<file path="src/rtl/ps2_scan_decoder.sv">
// PS/2 keyboard scan-code decoder.
// Synchronises and glitch-filters the raw PS/2 lines, frames 11-bit words,
// and walks the E0/F0/E1 prefix grammar to produce a make code, a shift
// level, a one-cycle key strobe and a held flag.
`timescale 1ns/1ps
module ps2_scan_decoder #(
  parameter int FILTER_LEN  = 8,
  parameter int TIMEOUT_CYC = 25000
) (
  input  logic       clk,
  input  logic       reset,
  input  logic       ps2_clk,
  input  logic       ps2_dat,
  output logic [7:0] incode,
  output logic       shift,
  output logic       key_stb,
  output logic       key_held,
  output logic       frame_err
);

  localparam int              TW      = $clog2(TIMEOUT_CYC + 1);
  localparam logic [TW-1:0]   TO_LAST = TW'(TIMEOUT_CYC - 1);
  localparam logic [TW-1:0]   TO_ONE  = TW'(1);

  localparam logic [7:0] C_EXT   = 8'hE0;
  localparam logic [7:0] C_BRK   = 8'hF0;
  localparam logic [7:0] C_PAUSE = 8'hE1;
  localparam logic [7:0] C_LSH   = 8'h12;
  localparam logic [7:0] C_RSH   = 8'h59;

  typedef enum logic [2:0] {
    S_IDLE,
    S_EXT,
    S_BRK,
    S_EXT_BRK,
    S_SKIP
  } state_t;

  // ---------------------------------------------------------------------
  // Input synchronisers and clock glitch filter
  // ---------------------------------------------------------------------
  logic [1:0]            clk_sync_q;
  logic [1:0]            dat_sync_q;
  logic [FILTER_LEN-1:0] filt_q;
  logic                  clk_f_q;
  logic                  clk_f_prev_q;
  logic                  fall;

  // Two-flop synchronisers; both lines idle high
  always_ff @(posedge clk or posedge reset) begin
    if (reset) begin
      clk_sync_q <= 2'b11;
      dat_sync_q <= 2'b11;
    end else begin
      clk_sync_q <= {clk_sync_q[0], ps2_clk};
      dat_sync_q <= {dat_sync_q[0], ps2_dat};
    end
  end

  // Filtered clock only moves once the whole sample window agrees
  always_ff @(posedge clk or posedge reset) begin
    if (reset) begin
      filt_q       <= '1;
      clk_f_q      <= 1'b1;
      clk_f_prev_q <= 1'b1;
    end else begin
      filt_q <= {filt_q[FILTER_LEN-2:0], clk_sync_q[1]};
      if (&filt_q) begin
        clk_f_q <= 1'b1;
      end else if (~|filt_q) begin
        clk_f_q <= 1'b0;
      end
      clk_f_prev_q <= clk_f_q;
    end
  end

  // Data is sampled a filter-delay after the real fall; the keyboard holds
  // data stable for the whole low phase, so this lag is harmless.
  assign fall = clk_f_prev_q & ~clk_f_q;

  // ---------------------------------------------------------------------
  // Frame receiver
  // ---------------------------------------------------------------------
  logic [3:0]    bit_cnt_q;
  logic [9:0]    shreg_q;
  logic [TW-1:0] to_cnt_q;
  logic          byte_vld_q;
  logic [7:0]    byte_q;
  logic          frame_err_q;
  logic          frame_ok;

  // Start low, odd parity over data+parity, stop (the bit arriving now) high
  assign frame_ok = ~shreg_q[0] & (^shreg_q[9:1]) & dat_sync_q[1];

  // Bit counter, shift register, stall timeout and byte/error pulses
  always_ff @(posedge clk or posedge reset) begin
    if (reset) begin
      bit_cnt_q   <= 4'd0;
      shreg_q     <= 10'd0;
      to_cnt_q    <= '0;
      byte_vld_q  <= 1'b0;
      byte_q      <= 8'd0;
      frame_err_q <= 1'b0;
    end else begin
      byte_vld_q  <= 1'b0;
      frame_err_q <= 1'b0;
      if (fall) begin
        to_cnt_q <= '0;
        if (bit_cnt_q == 4'd10) begin
          bit_cnt_q <= 4'd0;
          if (frame_ok) begin
            byte_vld_q <= 1'b1;
            byte_q     <= shreg_q[8:1];
          end else begin
            frame_err_q <= 1'b1;
          end
        end else begin
          shreg_q[bit_cnt_q] <= dat_sync_q[1];
          bit_cnt_q          <= bit_cnt_q + 4'd1;
        end
      end else begin
        // Saturate so an idle bus never wraps into a false timeout
        if (to_cnt_q != TO_LAST) begin
          to_cnt_q <= to_cnt_q + TO_ONE;
        end
        if ((bit_cnt_q != 4'd0) && (to_cnt_q == TO_LAST)) begin
          bit_cnt_q   <= 4'd0;
          frame_err_q <= 1'b1;
        end
      end
    end
  end

  // ---------------------------------------------------------------------
  // Prefix decoder
  // ---------------------------------------------------------------------
  state_t     state_q;
  logic [2:0] skip_q;
  logic       lsh_q;
  logic       rsh_q;
  logic [7:0] incode_q;
  logic       shift_q;
  logic       key_stb_q;
  logic       key_held_q;
  logic       make_go;
  logic       brk_go;
  logic       act_ext;
  logic       is_lsh;
  logic       is_rsh;
  logic       is_noise;

  // Keyboard status/ack bytes that carry no key information
  assign is_noise = (byte_q == 8'hAA) || (byte_q == 8'hFA) || (byte_q == 8'hFE) ||
                    (byte_q == 8'hEE) || (byte_q == 8'h00) || (byte_q == 8'hFF);

  // Classify the current byte as a make, a break or a prefix/ignored byte
  always_comb begin
    make_go = 1'b0;
    brk_go  = 1'b0;
    act_ext = 1'b0;
    if (byte_vld_q) begin
      case (state_q)
        S_IDLE: begin
          if ((byte_q != C_EXT) && (byte_q != C_BRK) && (byte_q != C_PAUSE) && !is_noise) begin
            make_go = 1'b1;
          end
        end
        S_EXT: begin
          // E0 12 is the fake shift some keyboards emit around nav keys
          if ((byte_q != C_BRK) && (byte_q != C_LSH)) begin
            make_go = 1'b1;
            act_ext = 1'b1;
          end
        end
        S_BRK: begin
          brk_go = 1'b1;
        end
        S_EXT_BRK: begin
          if (byte_q != C_LSH) begin
            brk_go  = 1'b1;
            act_ext = 1'b1;
          end
        end
        default: ;
      endcase
    end
  end

  // Only the plain (non-E0) codes 12/59 are real shift keys
  assign is_lsh = ~act_ext & (byte_q == C_LSH);
  assign is_rsh = ~act_ext & (byte_q == C_RSH);

  // Prefix state machine with registered key outputs
  always_ff @(posedge clk or posedge reset) begin
    if (reset) begin
      state_q    <= S_IDLE;
      skip_q     <= 3'd0;
      lsh_q      <= 1'b0;
      rsh_q      <= 1'b0;
      incode_q   <= 8'h00;
      shift_q    <= 1'b0;
      key_stb_q  <= 1'b0;
      key_held_q <= 1'b0;
    end else begin
      key_stb_q <= 1'b0;

      if (byte_vld_q) begin
        case (state_q)
          S_IDLE: begin
            if (byte_q == C_EXT) begin
              state_q <= S_EXT;
            end else if (byte_q == C_BRK) begin
              state_q <= S_BRK;
            end else if (byte_q == C_PAUSE) begin
              // Pause is E1 followed by seven bytes that are swallowed
              state_q <= S_SKIP;
              skip_q  <= 3'd7;
            end
          end
          S_EXT: begin
            state_q <= (byte_q == C_BRK) ? S_EXT_BRK : S_IDLE;
          end
          S_BRK, S_EXT_BRK: begin
            state_q <= S_IDLE;
          end
          S_SKIP: begin
            if (skip_q == 3'd1) begin
              state_q <= S_IDLE;
            end
            skip_q <= skip_q - 3'd1;
          end
          default: begin
            state_q <= S_IDLE;
          end
        endcase
      end

      if (make_go) begin
        if (is_lsh) begin
          lsh_q   <= 1'b1;
          shift_q <= 1'b1;
        end else if (is_rsh) begin
          rsh_q   <= 1'b1;
          shift_q <= 1'b1;
        end else begin
          // E0 is stripped, so right alt/ctrl land on the same codes as left
          incode_q   <= byte_q;
          key_held_q <= 1'b1;
          key_stb_q  <= ~key_stb_q;
        end
      end

      if (brk_go) begin
        if (is_lsh) begin
          lsh_q   <= 1'b0;
          shift_q <= rsh_q;
        end else if (is_rsh) begin
          rsh_q   <= 1'b0;
          shift_q <= lsh_q;
        end else if (byte_q == incode_q) begin
          key_held_q <= 1'b0;
        end
      end
    end
  end

  assign incode    = incode_q;
  assign shift     = shift_q;
  assign key_stb   = key_stb_q;
  assign key_held  = key_held_q;
  assign frame_err = frame_err_q;

endmodule
</file>
<file path="config.mk">
export PLATFORM = sky130hd
export DESIGN_NAME = ps2_scan_decoder
export DESIGN_NICKNAME = d
export VERILOG_FILES = /design/src/rtl/ps2_scan_decoder.sv
export SDC_FILE = /design/constraint.sdc
export NUM_CORES = 1
export LEC_CHECK = 0
export BUFFER_PORTS_ARGS = -buffer_cell sky130_fd_sc_hd__buf_2
export CAP_MARGIN = 10
export CORE_MARGIN = 1
export CORE_UTILIZATION = 61
export CTS_CLUSTER_SIZE = 16
export DETAILED_ROUTE_END_ITERATION = 12
export GPL_ROUTABILITY_DRIVEN = 0
export PLACE_DENSITY = 0.86
export REMOVE_ABC_BUFFERS = 1
export SYNTH_ARGS = -nofsm -noshare
export SYNTH_HDL_FRONTEND = slang
export SYNTH_SLANG_ARGS = --single-unit
</file>
<file path="constraint.sdc">
create_clock -name clk -period 3.01 [get_ports clk]
set_clock_uncertainty 0.2 [all_clocks]
set_input_delay 0.301 -clock clk [delete_from_list [all_inputs] [get_ports clk]]
set_output_delay 0.301 -clock clk [all_outputs]
set_load 0.02 [all_outputs]
</file>
### Word level (Yosys, flattened, before mapping)

Cells that the tools add are included.
Widths: inputs -> output; s select.

* add/subtract/negate cells: 3
* magnitude comparators: 2
* equality and inequality tests: 29
* multiplexer cells: 62
* bitwise operators: 12
* reduce and logical (&&, ||, !) cells: 26

Operators with widths (count)
* $eq 8x8->1 const B: 8
* $mux 1: 42
* $mux 15: 2
* $ne 8x8->1 const B: 3
* $mux 3: 7
* $add 15x1->15 const B: 1
* $eq 15x15->1 const B: 1
* $ne 15x15->1 const B: 1
* $mux 4: 3
* $bwmux 10: 1
* $ne 2x2->1 const B: 5
* $pmux 3 s3: 1
* $reduce_and 3->1: 3
* $reduce_xor 9->1: 1
* $eq 8x5->1 const B: 1
* $eq 8x7->1 const B: 1
* $eq 8x8->1: 1
* $logic_not 8->1: 1
* $ne 8x5->1 const B: 1
* $reduce_and 8->1: 1
* $reduce_or 8->1: 1
* $not 1->1: 7
* $eq 3x1->1 const B: 2
* $eq 3x2->1 const B: 2
* other kinds (20): 37

* register bits: 72
* input port bits: 4
* word-level logic and storage cells: 153

### Depth between registers and ports, before layout

Gate-level depths: netlist (run 1).

* word-level depth: 16
* gate-level depth with buffers: 7
* mapped depth without buffers: 7

### Least setup slack after synthesis (run 1)

OpenSTA, ideal clock, no wires.

* path kind: register -> register
* start: register shreg_q[5]
* end: register byte_q[0]
* arrival time: 1822 ps
* data required time: 2685 ps
* setup slack: 863 ps
* stages on the path, launching flop included: 6
* buffers on the path: 0
* clock period less this slack: 2147 ps
* path through: dfrtp_1 -> xnor2_1 -> xnor3_1 -> xnor2_1 -> nor3_4 -> mux2_2

* cells in the longest elaborated chain, start to end: 4

RTL lines
* start: declaration: line 85 `logic [9:0] shreg_q;`
* start signal: indexed assignment: line 118 `shreg_q[bit_cnt_q] <= dat_sync_q[1];`
* $reduce_xor 9->1: line 93 `assign frame_ok = ~shreg_q[0] & (^shreg_q[9:1]) & dat_sync_q[1];`
* $and 1x1->1 (2 in series): line 93
* $reduce_and 3->1 (no line)
* end signal: assignment: line 113 `byte_q <= shreg_q[8:1];`
* end: declaration: line 88 `logic [7:0] byte_q;`

Every way passes these cells.
A chain may end at the register's enable or synchronous reset.

### Worst setup path after layout (run 1)

* start: register byte_q[0]
* end: register incode_q[4], in the netlist incode[4]

* cells in the longest elaborated chain, start to end: 12
* elaborated cells on any way between the ends: 35
* classes of those cells: 11 x eq/ne; 7 x mux; 5 x bitwise; 12 x reduce/logical

RTL lines
* $eq 8x8->1: line 153 `assign is_noise = (byte_q == 8'hAA) || (byte_q == 8'hFA) || (byte_q == 8'hFE) ||`
* $logic_or 1x1->1 (3 in series): line 153
* $logic_or 1x1->1 (2 in series): line 154 `(byte_q == 8'hEE) || (byte_q == 8'h00) || (byte_q == 8'hFF);`
* $logic_not 1->1: line 164 `if ((byte_q != C_EXT) && (byte_q != C_BRK) && (byte_q != C_PAUSE) && !is_noise) begin`
* $logic_and 1x1->1: line 164
* $mux 1: line 164
* $pmux 1 s2: line 162 `case (state_q)`
* $mux 1: line 161 `if (byte_vld_q) begin`
* $reduce_and 3->1 (no line) *
* end signal: assignment: line 247 `incode_q <= byte_q;`
* end: declaration: line 141 `logic [7:0] incode_q;`

Mark *: on every way between the ends. The rest lies on a longest branch, timed or not.

==> reports/results.tsv, run 1 <==
stage	metric	value	unit
hold_path	worst hold path type	flip-flop to flip-flop	
clock_network	Post-CTS Resized	0	
synth	FF+latch count, synth	72	
clock_network	Post-CTS Setup Bufs	0	
synth	mapped cell area	0.00357	mm^2
layout	Filler Cell Count	407	
detailed_routing	vias per inst	5.92	
synth	Cell variety after synth	54	
critical_path	FF-to-FF End	incode[4]	
power_and_ir_drop	P per Cell Area	553	mW/mm^2
critical_path	Worst setup SP type	flip-flop	
critical_path	Crit path required time	3.02	ns
power_and_ir_drop	combinational power share	0.122	
synth	number of synthesized flops with an enable pin	0	
critical_path	worst setup path category	flip-flop to flip-flop	
clock_network	Clk Latency, worst-skew pair	0.35	ns
outcome	status	finished clean	
hold_path	hold path depth	0	
synth	area share of the leading cell type in the synthesized netlist	0.407	
critical_path	Reg2Reg Depth	5	
sta	Least-Margin Pin Slew	0.588	ns
critical_path	Max FO, Critical Path	12	
sta	Max Clk Rate	0.403	GHz
detailed_routing	drt drc	0	
sta	Tcrit/Tclk final	0.825	
layout	layout cells sized above 1	0.204	
detailed_routing	First-pass DRT Iterations	5	
grt	global-route wire length before repair	11700	um
synth	ys flop type	dfrtp_1	
sta	setup TNS	0	ns
grt	GRT overflow	0	
power_and_ir_drop	Reg power frac	0.552	
clock_network	CTS tree	built	
synth	most common cell in the netlist	dfrtp_1	
power_and_ir_drop	Sw Pwr	0.668	mW
sta	Slew HR	0.606	
critical_path	Critical Path Sink Type	flip-flop	
sta	final hold violation count	0	
floorplan	Die Area	0.00616	mm^2
power_and_ir_drop	Peak VDD IR	545	uV
clock_network	number of CTS-inserted buffers	9	
synth	register area share after synthesis	0.510	
layout	n_diodes	0	
sta	RSZ-0062 raised after global routing	no	
placement	pre-CTS WS	0.613	ns
power_and_ir_drop	switch share	0.309	
critical_path	critical path data arrival time	2.50	ns
layout	fin nets	365	
synth	warning count from the yosys run	0	
sta	Setup Viol. Count Final	0	
power_and_ir_drop	Clock power frac	0.326	
grt	initial antenna violation count	0	
floorplan	# rows	27	
clock_network	CTS max path bufs	2	
placement	HPWL Detailed	4440	um
clock_network	CTS clock-pin slew for the worst setup and hold paths	0.08	ns
detailed_routing	WL per Instance	15.4	um
synth	Synth area leaders	dfrtp_1 41%, dfstp_2 10%, mux2_2 5.7%, o211ai_1 4.0%, nand2_1 3.7%	
hold_path	Hold EP	clk_sync_q[1]	
sta	final hold slack	0.157	ns
detailed_routing	post-route ant nets	0	
synth	ys async rst share	1.00	
clock_network	clock root cell	clkbuf_8	
hold_path	worst hold start	clk_sync_q[0]	
clock_network	H-tree levels	3	
sta	Period minus WS final	2.48	ns
critical_path	R2R Path Start	byte_q[0]	
power_and_ir_drop	internal power	1.49	mW
floorplan	Starting Density	0.640	
floorplan	chip width	78.5	um
synth	dominant cell type by area after synthesis	dfrtp_1	
sta	setup slack after layout	0.527	ns
grt	All-Layer GR Usage	0.249	
sta	max-slew violations	0	
detailed_routing	vias	2575	
grt	vias in the first global route	2513	
synth	Avg Inst Size Synth	10.4	um^2
power_and_ir_drop	Leakage	1.74	nW
floorplan	Die Y	78.5	um
synth	top cells by count, synth	58 x dfrtp_1, 35 x nand2_1, 21 x nor2_1	
detailed_routing	initial drt markers	234	
grt	pin count of the biggest net entering global routing	48	
synth	Mapped Cells	342	
layout	Area Growth Syn to Fin	9.44	%
placement	I/O Buffers	15	
job	total of max-cap violations	0	
floorplan	I/O pin total	16	
detailed_routing	final WL	6700	um
power_and_ir_drop	Final Total Pwr	2.16	mW
clock_network	CTS Sinks	72	
critical_path	reg2reg setup slack	0.53	ns
floorplan	Core ar.	0.00557	mm^2
## repair_timing
| action | in CTS | in global routing |
|---|---|---|
| hold buffers | 3 | 0 |
| endpoints found under the setup margin | 0 | 0 |
| hold endpoints to repair | 17 | 0 |
## area by class of cell
cell class                 instances  area (um^2)  share of cell area
clock buffer                       9          124              0.0317
tap                               72         90.1              0.0231
sequential                        72         1820               0.466
timing repair buffer              21          140              0.0359
multi-input combinational        240         1620               0.416
inverter                          14         52.6              0.0135
clock inverter                     7         55.1              0.0141
## routing by layer
metal,GRT usage,wire length (um),vias to the layer above
li1,-,-,1244
met2,0.385,3240,69
met5,0,0,-
met1,0.342,3090,1251
met3,0.0442,248,11
met4,0.119,124,0
## state kept, by name, indices dropped and copies added (netlist names), 3 cells and up, named ones only
signal,flops
to_cnt_q,15
bit_cnt_q,4
state_q,3
byte_q,8
shreg_q,10
skip_q,3
filt_q,8
incode,8
## cell usage in the layout, fill, tap and decap left out, types with 13 or more instances in the layout
cell | synthesis | layout
dfstp_2 | 14 | 14
dfrtp_1 | 58 | 58
o21ai_0 | 17 | 17
nand2_1 | 35 | 35
buf_2 | 6 | 15
xnor2_1 | 13 | 13
o211ai_1 | 19 | 19
mux2_2 | 18 | 18
nand3_1 | 18 | 18
inv_1 | 14 | 13
nor2_1 | 21 | 21
## critical path, cell delays in order, from the launching register on
cell,delay (ns)
dfrtp_1,0.53
nor4b_1,0.57
nand2_1,0.22
nand3_2,0.24
o21a_1,0.43
o211ai_1,0.16
## power groups by stage
stage               Combinational, mW  Clock, mW  Sequential (mW)
floorplan                       0.218          0             1.17
global placement                0.246          0             1.20
detailed placement              0.261          0             1.20
CTS                             0.267      0.717             1.19
global route                    0.303      0.757             1.21
finish                          0.263      0.705             1.19
## logic make-up after synthesis
family	after synthesis	share of synthesized area
simple gates	129	0.196
flops	72	0.510
compound gates	61	0.116
buf+inv	30	0.0351
xor+xnor	26	0.0677
mux	21	0.0652
fa+ha+maj	3	0.0105
## stage by stage
step | util | cell area (um^2) | std cells
after global placement | 0.663 | 3690 | 416
final | 0.700 | 3900 | 435
after global routing | 0.700 | 3900 | 435
after floorplan | - | 3490 | 326
after CTS | 0.700 | 3900 | 435
after detailed placement | 0.663 | 3690 | 416
## how the worst max path moves through the flow
stage | end | start
6_report | incode[4] | byte_q[0]
3_5_place_dp | incode[3] | byte_q[0]
3_3_place_gp | byte_q[2] | shreg_q[1]
2_1_floorplan | byte_q[0] | clk_f_prev_q
4_1_cts | incode[4] | byte_q[0]
5_1_grt | incode[4] | byte_q[0]
Power figures use the tool's default switching activity.
==> run 2: changes to the inputs <==
--- a/config.mk
+++ b/config.mk
@@ -5,14 +5,15 @@
 export SDC_FILE = /design/constraint.sdc
 export NUM_CORES = 1
 export LEC_CHECK = 0
+export ABC_AREA = 1
 export BUFFER_PORTS_ARGS = -buffer_cell sky130_fd_sc_hd__buf_2
 export CAP_MARGIN = 10
 export CORE_MARGIN = 1
-export CORE_UTILIZATION = 61
+export CORE_UTILIZATION = 55
 export CTS_CLUSTER_SIZE = 16
 export DETAILED_ROUTE_END_ITERATION = 12
 export GPL_ROUTABILITY_DRIVEN = 0
-export PLACE_DENSITY = 0.86
+export PLACE_DENSITY = 0.82
 export REMOVE_ABC_BUFFERS = 1
 export SYNTH_ARGS = -nofsm -noshare
 export SYNTH_HDL_FRONTEND = slang
==> constraint.sdc (replaced) <==
create_clock -name clk -period 2.2 [get_ports clk]
set_clock_uncertainty 0.2 [all_clocks]
set_input_delay 0.22 -clock clk [delete_from_list [all_inputs] [get_ports clk]]
set_output_delay 0.22 -clock clk [all_outputs]
set_load 0.02 [all_outputs]
==> reports/results.tsv, run 2 <==
stage	metric	value	unit	change
clock_network	CTS tree	built		
floorplan	Core ar.	0.00646	mm^2	+16%
sta	Slew HR	0.712		+0.106
critical_path	worst setup path category	flip-flop to flip-flop		
outcome	status	finished with violations		
critical_path	Reg2Reg Depth	11		+6
layout	Largest regs	to_cnt_q (15), shreg_q (10)		
layout	Area Growth Syn to Fin	10.2	%	
detailed_routing	initial drt markers	147		-37%
critical_path	crit-path max cell delay	0.54	ns	-0.03 ns
layout	n_diodes	0		unchanged
sta	Max Clk Rate	0.512	GHz	+27%
critical_path	CP max-delay cell	dfrtp_1		
synth	XOR/XNOR Fraction of Synth Area	0.0350		-0.0326
clock_network	CTS clock-pin slew for the worst setup and hold paths	0.08	ns	about the same
synth	Synth area leaders	dfrtp_1 39%, nand2_1 14%, dfstp_2 9.8%, inv_1 5.1%, o21ai_0 4.3%		
critical_path	CP delay by family, top	simple AND/OR/NAND/NOR gates		
synth	FF+latch count, synth	72		unchanged
grt	initial antenna violation count	0		unchanged
sta	Least-Margin Pin Slew	0.428	ns	-0.160 ns
clock_network	CTS Sinks	72		unchanged
synth	ys async rst share	1.00		unchanged
clock_network	Clk Latency, worst-skew pair	0.35	ns	about the same
layout	most frequent cells in the layout	136 x nand2_1, 58 x dfrtp_1, 50 x inv_1, 33 x nor2_1, 32 x o21ai_0		
synth	number of synthesized flops with an enable pin	0		unchanged
synth	top cells by count, synth	136 x nand2_1, 58 x dfrtp_1, 51 x inv_1		
grt	global-route wire length before repair	12200	um	+3.8%
synth	area share of the leading cell type in the synthesized netlist	0.387		-0.0197
detailed_routing	drt drc	2		+2
critical_path	Worst setup SP type	flip-flop		
critical_path	worst path bufs/invs	2		+2
critical_path	Critical Path Sink Type	flip-flop		
sta	Tcrit/Tclk final	0.888		+0.0626
synth	Compound-Gate Fraction of Synth Area	0.0768		-0.0390
detailed_routing	final WL	6770	um	+1.2%
synth	Adder-Cell Fraction of Synth Area	0.0100		-0.000509
grt	vias in the first global route	2833		+13%
job	total of max-cap violations	0		unchanged
synth	simple-gate area share of the yosys netlist	0.306		+0.110
hold_path	worst hold path type	flip-flop to flip-flop		
hold_path	hold path depth	0		unchanged
layout	fin nets	496		+36%
critical_path	critical path data arrival time	2.00	ns	-0.50 ns
clock_network	CTS max path bufs	2		unchanged
power_and_ir_drop	P per Cell Area	829	mW/mm^2	+50%
synth	most common cell in the netlist	nand2_1		
detailed_routing	vias	3013		+17%
synth	register area share after synthesis	0.485		-0.0247
floorplan	chip width	84.6	um	+7.8%
outcome	violated checks	DRC		
placement	I/O Buffers	15		unchanged
power_and_ir_drop	Leakage	2.04	nW	+18%
placement	HPWL Detailed	4860	um	+9.4%
layout	layout cells sized above 1	0.176		-0.0277
synth	ys flop type	dfrtp_1		
grt	GRT overflow	0		unchanged
grt	All-Layer GR Usage	0.214		-0.0356
synth	largest family of logic cells by synthesized area	simple AND/OR/NAND/NOR gates		
power_and_ir_drop	Peak VDD IR	597	uV	+9.6%
clock_network	number of CTS-inserted buffers	9		unchanged
synth	warning count from the yosys run	0		unchanged
synth	Mapped Cells	470		+37%
placement	pre-CTS WS	0.281	ns	-0.332 ns
critical_path	Max FO, Critical Path	13		+1
floorplan	I/O pin total	16		unchanged
critical_path	Crit path required time	2.24	ns	-0.78 ns
detailed_routing	post-route ant nets	0		unchanged
critical_path	WP depth	11		+6
sta	Setup Viol. Count Final	0		unchanged
sta	Period minus WS final	1.95	ns	-0.530 ns
synth	dominant cell type by area after synthesis	dfrtp_1		
sta	setup slack after layout	0.247	ns	-0.280 ns
synth	post-synthesis mux area share	0		-0.0652
hold_path	worst hold start	clk_sync_q[1]		
grt	pin count of the biggest net entering global routing	73		+52%
critical_path	worst path cell trace	inv_2 > nand2_2 > nor2_2 > nand2_4 > nand3_2 > nand2_2 > nand2_4 > nor2_8 > inv_2 > nand2_1 > nand2_1		
layout	Top reg by flops	to_cnt_q		
sta	max-slew violations	0		unchanged
critical_path	reg2reg setup slack	0.25	ns	-0.28 ns
floorplan	# rows	29		+7.4%
clock_network	H-tree levels	3		unchanged
floorplan	Starting Density	0.580		-0.0596
detailed_routing	First-pass DRT Iterations	10		+5
clock_network	clock root cell	clkbuf_8		
floorplan	Die Area	0.00715	mm^2	+16%
critical_path	R2R Path Start	byte_q[5]		
floorplan	Die Y	84.6	um	+7.8%
layout	max reg flops	15		unchanged
power_and_ir_drop	Final Total Pwr	3.42	mW	+59%
sta	RSZ-0062 raised after global routing	no		
layout	commonest non-fill, non-tap cell in the layout	nand2_1		
detailed_routing	WL per Instance	11.9	um	-23%
synth	Avg Inst Size Synth	7.98	um^2	-24%
detailed_routing	vias per inst	5.28		-11%
sta	final hold violation count	0		unchanged
synth	mapped cell area	0.00375	mm^2	+5.1%
critical_path	Worst Setup SP	byte_q[5]		
clock_network	Post-CTS Setup Bufs	0		unchanged
synth	Cell variety after synth	35		-35%
==> run 2: cell count changes after synthesis, sizes merged, moves of 18 or more <==
cell,delta
nand2,+110
inv,+49
nor2,+22
o211ai,-19
o21ai,+19
mux2,-18
nand4,+18
==> run 2: worst paths after layout <==
path,to
hold reg to reg,filt_q[0]
setup reg to reg,incode[0]
hold / removal,filt_q[0]
max in group asynchronous,dat_sync_q[1]
setup / recovery,incode[0]
min in group asynchronous,shift
==> run 2: power by group <==
group	switching, mW	internal, mW	leakage, nW
clock network	0.491	0.698	0.119
logic	0.391	0.223	0.984
registers	0.154	1.47	0.941
==> run 2: layout make-up <==
type	instances	area [um^2]
clock inverter	5	78.8
multi-input combinational	321	1600
inverter	64	240
sequential	72	1820
fill	528	2330
tap	77	96.3
timing repair buffer	21	140
clock buffer	11	151
==> run 2: cell families after synthesis <==
kind of cell             after synthesis
AND/OR/NAND/NOR                      249
buffers and inverters                 77
flip-flops                            72
AO/OA/AOI/OAI                         54
XOR/XNOR                              15
adder cells (fa/ha/maj)                3
==> run 2: repair_timing <==
item	4_1_cts	5_1_grt
endpoints found under the hold margin	60	0
gates resized for setup	0	0
hold buffers	3	0
==> run 2: through the flow <==
step	setup TNS, ns	utilization	std cells	cell area [um^2]	hold slack [ns]
3_5_place_dp	0	0.599	552	3870	0.124
2_1_floorplan	-1.26	-	457	3660	0.0245
4_1_cts	0	0.639	571	4130	0.160
6_report	0	0.639	571	4130	0.157
3_3_place_gp	0	0.599	552	3870	0.122
5_1_grt	0	0.639	571	4130	0.166
==> run 2: metal layers <==
layer,vias to the layer above,global-route usage,share of wire
met2,81,0.369,0.49
met3,12,0.0472,0.038
met1,1385,0.266,0.46
li1,1535,-,-
met5,-,0,0
met4,0,0.0740,0.017
==> run 3: changes to the inputs <==
--- a/config.mk
+++ b/config.mk
@@ -8,12 +8,12 @@
 export ABC_AREA = 1
 export BUFFER_PORTS_ARGS = -buffer_cell sky130_fd_sc_hd__buf_2
 export CAP_MARGIN = 10
-export CORE_MARGIN = 1
-export CORE_UTILIZATION = 55
+export CORE_MARGIN = 8
+export CORE_UTILIZATION = 50
 export CTS_CLUSTER_SIZE = 16
 export DETAILED_ROUTE_END_ITERATION = 12
 export GPL_ROUTABILITY_DRIVEN = 0
-export PLACE_DENSITY = 0.82
+export PLACE_DENSITY = 0.76
 export REMOVE_ABC_BUFFERS = 1
 export SYNTH_ARGS = -nofsm -noshare
 export SYNTH_HDL_FRONTEND = slang
==> reports/results.tsv, run 3 (synthesis results as in run 2) <==
stage	metric	value	unit	change
sta	Least-Margin Pin Slew	0.567	ns	+0.139 ns
grt	All-Layer GR Usage	0.159		-0.0548
layout	most frequent cells in the layout	136 x nand2_1, 58 x dfrtp_1, 50 x inv_1, 33 x nor2_1, 32 x o21ai_0		
power_and_ir_drop	Peak VDD IR	543	uV	-9.0%
detailed_routing	WL per Instance	12.5	um	+5.3%
floorplan	# rows	31		+6.9%
critical_path	critical path data arrival time	2.01	ns	about the same
clock_network	H-tree levels	3		unchanged
power_and_ir_drop	switch share	0.315		+0.0131
clock_network	CTS tree	built		
layout	commonest non-fill, non-tap cell in the layout	nand2_1		
sta	Max Clk Rate	0.508	GHz	-0.88%
critical_path	Max FO, Critical Path	13		unchanged
power_and_ir_drop	internal power	2.33	mW	-2.5%
power_and_ir_drop	Reg power frac	0.478		+0.004
placement	I/O Buffers	15		unchanged
grt	GRT overflow	0		unchanged
floorplan	chip width	103	um	+21%
floorplan	Die Y	103	um	+21%
outcome	status	finished clean		
sta	max-slew violations	0		unchanged
hold_path	worst hold path type	flip-flop to flip-flop		
clock_network	clock root cell	clkbuf_8		
sta	final hold violation count	0		unchanged
detailed_routing	initial drt markers	152		+3.4%
power_and_ir_drop	combinational power share	0.183		+0.004
detailed_routing	drt drc	0		-2
power_and_ir_drop	Clock power frac	0.338		-0.009
critical_path	crit-path most repeated cell	nand2_1		
critical_path	Crit path required time	2.24	ns	about the same
layout	fin nets	498		+0.40%
floorplan	I/O pin total	16		unchanged
critical_path	worst path cell trace	inv_2 > nand2_1 > nor2_2 > o21ai_1 > nor2_2 > nand2_1 > nand2_2 > nand2_4 > nor2_8 > inv_2 > nand2_1 > nand2_1		
critical_path	Worst setup SP type	flip-flop		
critical_path	CP max-delay cell	dfrtp_1		
clock_network	CTS clock-pin slew for the worst setup and hold paths	0.08	ns	about the same
layout	layout cells sized above 1	0.179		+0.00332
placement	HPWL Detailed	5450	um	+12%
grt	global-route wire length before repair	13400	um	+9.8%
sta	Setup Viol. Count Final	0		unchanged
critical_path	CP delay by family, top	simple AND/OR/NAND/NOR gates		
grt	initial antenna violation count	0		unchanged
layout	Largest regs	to_cnt_q (15), shreg_q (10)		
layout	Post-Route Utilization	0.572		-0.0673
critical_path	Critical Path Sink Type	flip-flop		
floorplan	Core ar.	0.00725	mm^2	+12%
layout	Filler Cell Count	643		+22%
sta	Slew HR	0.622		-0.0903
clock_network	Clk Latency, worst-skew pair	0.35	ns	about the same
critical_path	worst path bufs/invs	2		unchanged
detailed_routing	vias per inst	5.12		-2.9%
clock_network	number of CTS-inserted buffers	9		unchanged
sta	Period minus WS final	1.97	ns	+0.0173 ns
layout	Area Growth Syn to Fin	10.7	%	
layout	Top reg by flops	to_cnt_q		
clock_network	CTS Sinks	72		unchanged
sta	setup TNS	0	ns	unchanged
power_and_ir_drop	P per Cell Area	820	mW/mm^2	-1.1%
clock_network	Post-CTS Resized	0		unchanged
floorplan	Die Area	0.0105	mm^2	+47%
clock_network	CTS max path bufs	2		unchanged
job	total of max-cap violations	0		unchanged
floorplan	Starting Density	0.517		-0.0636
grt	pin count of the biggest net entering global routing	47		-36%
detailed_routing	First-pass DRT Iterations	4		-6
sta	RSZ-0062 raised after global routing	no		
critical_path	crit-path max cell delay	0.40	ns	-0.14 ns
critical_path	worst setup path category	flip-flop to flip-flop		
detailed_routing	final WL	7430	um	+9.7%
layout	max reg flops	15		unchanged
detailed_routing	vias	3049		+1.2%
detailed_routing	post-route ant nets	0		unchanged
power_and_ir_drop	Sw Pwr	1.07	mW	+3.6%
power_and_ir_drop	Leakage	2.03	nW	-0.60%
grt	vias in the first global route	3114		+9.9%
sta	Tcrit/Tclk final	0.895		+0.00785
layout	n_diodes	0		unchanged
[run 3: changes by cell type in the layout (fill, tap and decap cells not counted), sizes merged]
cell      change
clkbuf        -2
clkinvlp      +3
clkinv        -1
buf           +2
[run 3: layout make-up]
cell class | instances | area, um^2 | area share
flip-flops and latches | 72 | 1820 | 0.438
multi-input cells | 321 | 1600 | 0.386
inverters | 64 | 240 | 0.0579
repair buffers | 23 | 143 | 0.0344
clock buffers | 9 | 124 | 0.0298
well taps | 99 | 124 | 0.0298
clock inverters | 7 | 96.3 | 0.0232
[run 3: power by group through the flow]
stage	registers (mW)	logic (mW)	clock network, mW
floorplan	1.61	0.493	0
global placement	1.64	0.592	0
detailed placement	1.65	0.621	0
CTS	1.62	0.627	1.18
global route	1.65	0.727	1.23
finish	1.63	0.624	1.15
[run 3: per-stage QoR]
step                instance area, um^2  setup WS [ns]  instances  total power [mW]  hold slack [ns]
finish                             4150          0.230        595              3.40            0.155
global route                       4150         0.0712        595              3.60            0.157
CTS                                4150          0.219        595              3.43            0.157
detailed placement                 3900          0.238        576              2.27           0.0993
global placement                   3900          0.332        576              2.23           0.0897
floorplan                          3660        -0.0217        457              2.10           0.0245
[run 3: per-layer routing]
metal | track usage | vias to the layer above | share of wire
met5 | 0 | - | 0
met4 | 0.0621 | 0 | 0.013
met3 | 0.0398 | 9 | 0.039
met2 | 0.285 | 54 | 0.51
met1 | 0.176 | 1446 | 0.44
li1 | - | 1540 | -
[run 3: timing repair]
action	4_1_cts	5_1_grt
setup endpoints to repair	0	0
setup buffers	0	0
hold buffers	3	0
hold endpoints to repair	71	0
[run 3: final timing paths]
check / depth (start not counted) / start / endpoint / slack, ns
min in group asynchronous: 4 / reset / incode[6] / 0.26
max in group asynchronous: 4 / reset / to_cnt_q[0] / 1.04
hold / removal: 0 / clk_sync_q[0] / clk_sync_q[1] / 0.16
hold reg to reg: 0 / clk_sync_q[0] / clk_sync_q[1] / 0.16
setup / recovery: 12 / state_q[0] / incode[0] / 0.23
setup reg to reg: 12 / state_q[0] / incode[0] / 0.23
